## src/rtl/mode_fifo_reader.sv

```systemverilog
// Consumer-side controller for the AES mode FIFO: mirrors occupancy from the write strobe,
// issues pops, captures the popped mode code and presents it over a valid/ready handshake.
module mode_fifo_reader #(
  parameter int unsigned FIFO_SZ = 5,
  parameter int unsigned MODE_W  = 2,
  parameter int unsigned OCC_W   = $clog2(FIFO_SZ + 1)
) (
  input  logic              clk,
  input  logic              reset,
  input  logic              push_in,
  input  logic              fifo_full,
  input  logic [MODE_W-1:0] fifo_outp,
  output logic              fifo_pop,
  output logic [MODE_W-1:0] mode_out,
  output logic              mode_valid,
  input  logic              mode_ready,
  output logic [OCC_W-1:0]  occupancy,
  output logic              empty,
  output logic              overflow
);

  localparam logic [OCC_W-1:0] FullCnt = OCC_W'(FIFO_SZ);
  localparam logic [OCC_W-1:0] OneCnt  = OCC_W'(1);

  typedef enum logic [1:0] {StIdle, StCapt, StPresent} state_e;

  state_e              state_q, state_d;
  logic [OCC_W-1:0]    occ_q, occ_d;
  logic [MODE_W-1:0]   mode_q, mode_d;
  logic                overflow_q, overflow_d;
  logic                occ_nonzero;
  logic                occ_full;
  logic                full_push;

  assign occ_nonzero = (occ_q != '0);
  assign occ_full    = (occ_q == FullCnt);
  assign full_push   = push_in && occ_full;

  // State register.
  always_ff @(posedge clk) begin
    if (reset) begin
      state_q <= StIdle;
    end else begin
      state_q <= state_d;
    end
  end

  // Next-state logic.
  always_comb begin
    state_d = state_q;
    unique case (state_q)
      StIdle: begin
        // A pop is deferred in any push cycle; the FIFO cannot count a simultaneous push and pop.
        if (occ_nonzero && !push_in) begin
          state_d = StCapt;
        end
      end
      StCapt: begin
        state_d = StPresent;
      end
      StPresent: begin
        if (mode_ready) begin
          state_d = StIdle;
        end
      end
      default: begin
        state_d = StIdle;
      end
    endcase
  end

  // Output logic.
  always_comb begin
    fifo_pop   = 1'b0;
    mode_valid = 1'b0;
    unique case (state_q)
      StIdle: begin
        fifo_pop = occ_nonzero && !push_in;
      end
      StCapt: begin
        fifo_pop = 1'b0;
      end
      StPresent: begin
        mode_valid = 1'b1;
      end
      default: begin
        fifo_pop   = 1'b0;
        mode_valid = 1'b0;
      end
    endcase
  end

  // Occupancy mirror; a push at full overwrites the oldest entry so the count saturates.
  always_comb begin
    occ_d = occ_q;
    if (push_in && !occ_full) begin
      occ_d = occ_q + OneCnt;
    end else if (fifo_pop) begin
      occ_d = occ_q - OneCnt;
    end
  end

  assign overflow_d = overflow_q || full_push;

  // The FIFO output register is valid the cycle after the pop, which is exactly StCapt.
  always_comb begin
    mode_d = mode_q;
    if (state_q == StCapt) begin
      mode_d = fifo_outp;
    end
  end

  always_ff @(posedge clk) begin
    if (reset) begin
      occ_q      <= '0;
      mode_q     <= '0;
      overflow_q <= 1'b0;
    end else begin
      occ_q      <= occ_d;
      mode_q     <= mode_d;
      overflow_q <= overflow_d;
    end
  end

  assign mode_out  = mode_q;
  assign occupancy = occ_q;
  assign empty     = !occ_nonzero;
  assign overflow  = overflow_q;

`ifndef SYNTHESIS
  logic full_push_q;

  always_ff @(posedge clk) begin
    if (reset) begin
      full_push_q <= 1'b0;
    end else begin
      full_push_q <= full_push;
    end
  end

  a_no_pop_on_push: assert property (@(posedge clk) disable iff (reset) !(fifo_pop && push_in));
  a_no_pop_empty:   assert property (@(posedge clk) disable iff (reset) fifo_pop |-> occ_nonzero);
  a_occ_bound:      assert property (@(posedge clk) disable iff (reset) occ_q <= FullCnt);
  a_full_xcheck:    assert property (@(posedge clk) disable iff (reset)
                                     fifo_full |-> (occ_full || full_push_q));
  a_mode_stable:    assert property (@(posedge clk) disable iff (reset)
                                     (mode_valid && !mode_ready) |=> $stable(mode_out));
`endif

endmodule

```

## config.mk

```make
export PLATFORM = sky130hd
export DESIGN_NAME = mode_fifo_reader
export DESIGN_NICKNAME = d
export VERILOG_FILES = /design/src/rtl/mode_fifo_reader.sv
export SDC_FILE = /design/constraint.sdc
export NUM_CORES = 1
export LEC_CHECK = 0
export ABC_CLOCK_PERIOD_IN_PS = 2400
export BUFFER_PORTS_ARGS = -buffer_cell sky130_fd_sc_hd__buf_2
export CAP_MARGIN = 5
export CORE_UTILIZATION = 30
export DETAILED_ROUTE_END_ITERATION = 8
export MAX_ROUTING_LAYER = met4
export PLACE_DENSITY_LB_ADDON = 0.05
export SKIP_CTS_REPAIR_TIMING = 1
export SLEW_MARGIN = 20
export SYNTH_ARGS = -nofsm -noshare
export SYNTH_HDL_FRONTEND = slang
export SYNTH_SLANG_ARGS = --single-unit
```

## constraint.sdc

```tcl
create_clock -name clk -period 2.4 [get_ports clk]
set_clock_uncertainty 0.2 [all_clocks]
set_input_delay 0.48 -clock clk [delete_from_list [all_inputs] [get_ports clk]]
set_output_delay 0.48 -clock clk [all_outputs]
set_load 0.01 [all_outputs]
```

==> qor_table.md <==
| Item | Value |
| --- | --- |
| Final layout net count | 76 |
| Number of antenna diodes | 0 |
| Final Slew Violations | 0 |
| DIE AREA | 1550 sq um |
| Clock sink count | 8 |
| Number of warnings issued by yosys | 0 |
| Unique cell type count in the Yosys netlist | 25 |
| Via-to-Cell Ratio | 4.80 |
| Number of H-tree levels | 1 |
| TritonCTS clock tree | yes |
| Starting Density | 32.1% |
| Maximum number of pins on one net before global-route repair | 10 |
| Antenna violations before repair | 0 |
| All-Layer GR Usage | 16.4% |
| Synth-to-Final Area Change | 32.0% |
| Clk root buf | sky130_fd_sc_hd__clkbuf_4 |
| Slew at the pin closest to its max-slew limit | 0.343 ns |
| CP bufs+invs | 0 |
| Top cell family by delay on the critical path | simple AND/OR/NAND/NOR gates |
| Critical path endpoint category | register |
| Final critical-path share of the clock period | 91.1% |
| CP Launch Type | register |
| Critical path class | reg2reg |
| Layout cells sized above 1 | 34.8% |
| Post-layout min period | 2.19 ns |
| Synthesized net count | 55 |
| Max stage delay cell, worst path | sky130_fd_sc_hd__or4_1 |
| Sequential fraction of the synthesis area | 38.3% |
| Static power due to leakage | 0.271 nW |
| Commonest cells after routing, fill and taps aside | 14 x sky130_fd_sc_hd__buf_2, 8 x sky130_fd_sc_hd__dfxtp_1, 6 x sky130_fd_sc_hd__nor2_1, 4 x sky130_fd_sc_hd__nor2b_1, 4 x sky130_fd_sc_hd__buf_4 |
| Residual DRC count | 0 |
| Count of max-cap constraint violations | 0 |
| Die W | 39.3 um |
| Post-route total power | 0.609 mW |
| Max Clock Freq | 457 MHz |
| Number of top-level pins | 16 |
| RSZ-0062 raised after global routing | false |
| Synth Instances | 47 |
| Number of global-route vias before repair | 338 |
| Count of endpoints failing setup in the final report | 0 |
| CP arrival | 2.13 ns |
| Series of cell instances along the critical path | o21ai_0, fa_1, or4_1, o22ai_2, mux2_1 |
| Max Root-Sink Buffers | 2 |
| Count of final hold-check violations | 0 |
| Remaining number of nets flagged by the antenna check after routing | 0 |
| Maximum cell stage delay along the critical path | 0.49 ns |
| CTS clk-pin slew, worst paths | 0.06 ns |
| Hpwl dp | 662 um |
| Initial drt markers | 5 |
| GRT Residual Overflow | 0 |
| Slew margin rel. | 76.9% |
| Register bit count reported by yosys | 8 |
| Area of the mapped netlist | 418 sq um |
| Worst vdd ir | 0.000413 V |
| Total iterations of the first detailed-routing run | 4 |
| Status | finished, final reports clean |
| TritonCTS buffer count | 3 |
| Row count | 13 |
| Critical Path Fanout Max | 4 |
| Buffers added on ports | 14 |
| Post-route setup TNS | 0 ns |
| Total core area | 1300 sq um |
| Post-Syn Area per Cell | 8.89 sq um |
| Power density over the cells | 1100 nW/um^2 |
| Routed wire length per instance | 11.5 um |
| First-pass GRT wire length | 1.55 mm |
| RD Place Congestion | 0.722 |
| Overall routed net length | 931 um |
| Type of the worst min-delay path | in2reg |
| Vias after detailed routing | 389 |
| Floorplan die height | 39.3 um |
| Clock latency reported for the late side of the worst-skew pair | 0.25 ns |
| Most common library cell in the layout ignoring fill and taps | sky130_fd_sc_hd__buf_2 |
| Critical path data required time | 2.34 ns |
## layout make-up
| class | instances | area (sq um) |
|---|---|---|
| Clock buffer | 3 | 22.5 |
| Tap cell | 15 | 18.8 |
| Sequential cell | 8 | 160 |
| Fill cell | 146 | 749 |
| Multi-Input combinational cell | 36 | 246 |
| Timing Repair Buffer | 18 | 100 |
| Inverter | 1 | 3.75 |
## power breakdown
part	internal, mW	switching (mW)
Clock	0.0575	0.0488
Sequential	0.166	0.0332
Combinational	0.150	0.154
Total	0.374	0.236
## metrics by stage
stage | hold slack [ns] | util [%] | worst slack [ns] | cells | area [sq um]
floorplan | 0.305 | - | 0.0507 | 47 | 418
global placement | 0.251 | 40.7 | 0.0384 | 78 | 529
detailed placement | 0.257 | 40.7 | 0.0607 | 78 | 529
CTS | 0.252 | 42.4 | 0.211 | 81 | 552
global route | 0.270 | 42.4 | 0.113 | 81 | 552
finish | 0.256 | 42.4 | 0.213 | 81 | 552
## Yosys cell counts
master,instances,share of area (%)
sky130_fd_sc_hd__nor3_2,1,2.4
sky130_fd_sc_hd__and2_1,1,1.5
sky130_fd_sc_hd__nor2_1,6,5.4
sky130_fd_sc_hd__or3b_1,1,2.1
sky130_fd_sc_hd__buf_1,1,0.90
sky130_fd_sc_hd__fa_1,1,4.8
sky130_fd_sc_hd__o21bai_1,1,1.8
sky130_fd_sc_hd__nor4_1,2,3.0
sky130_fd_sc_hd__o22ai_2,1,3.0
sky130_fd_sc_hd__or4_1,1,1.8
sky130_fd_sc_hd__clkbuf_1,1,0.90
sky130_fd_sc_hd__nor3_1,1,1.2
sky130_fd_sc_hd__dfxtp_1,8,38
sky130_fd_sc_hd__mux2i_1,2,4.8
sky130_fd_sc_hd__a21oi_1,3,3.6
sky130_fd_sc_hd__inv_1,1,0.90
sky130_fd_sc_hd__nand2b_1,2,3.0
sky130_fd_sc_hd__a22o_1,1,2.1
sky130_fd_sc_hd__nor2b_1,4,6.0
sky130_fd_sc_hd__o21ai_0,2,2.4
sky130_fd_sc_hd__nand2_1,2,1.8
sky130_fd_sc_hd__and3b_1,1,2.1
sky130_fd_sc_hd__o31a_1,1,2.1
sky130_fd_sc_hd__a31oi_1,1,1.5
sky130_fd_sc_hd__mux2_1,1,2.7
## worst paths after layout
check                       startpoint                        end  slack [ns]  cells past startpoint
max          occupancy[1]$_SDFFE_PP0P_  occupancy[2]$_SDFFE_PP0P_        0.21                      5
min                       fifo_outp[1]   mode_out[1]$_SDFFE_PP0N_        0.26                      3
max reg2reg  occupancy[1]$_SDFFE_PP0P_  occupancy[2]$_SDFFE_PP0P_        0.21                      5
min reg2reg        overflow$_SDFF_PP0_        overflow$_SDFF_PP0_        0.28                      2
## metal layers
| layer | global-route usage (%) | vias to the layer above | wire [um] |
|---|---|---|---|
| met1 | 22.0 | 167 | 465 |
| met5 | - | - | 0 |
| met4 | 12.9 | 0 | 10 |
| met2 | 20.8 | 14 | 390 |
| met3 | 3.41 | 2 | 65 |
| li1 | - | 206 | - |
## flip-flops by register name (all words and copies together), names as in the netlist
register / count
overflow: 1
occupancy: 3
state_q: 2
mode_out: 2
## cells by family (layout without fill, tap and decap cells)
group	Yosys count	count (layout)	synth area share (%)
AOI/OAI and AO/OA	10	10	16.5
adders and majority gates	1	1	4.79
buffers and inverters	3	22	2.69
DFF	8	8	38.3
muxes	3	3	7.49
and+or+nand+nor	22	22	30.2
## worst min-delay path: stages
cell	delay [ns]
sky130_fd_sc_hd__buf_2	0.07
sky130_fd_sc_hd__mux2i_1	0.05
sky130_fd_sc_hd__nor2_1	0.07
Power figures use the tool's default switching activity.
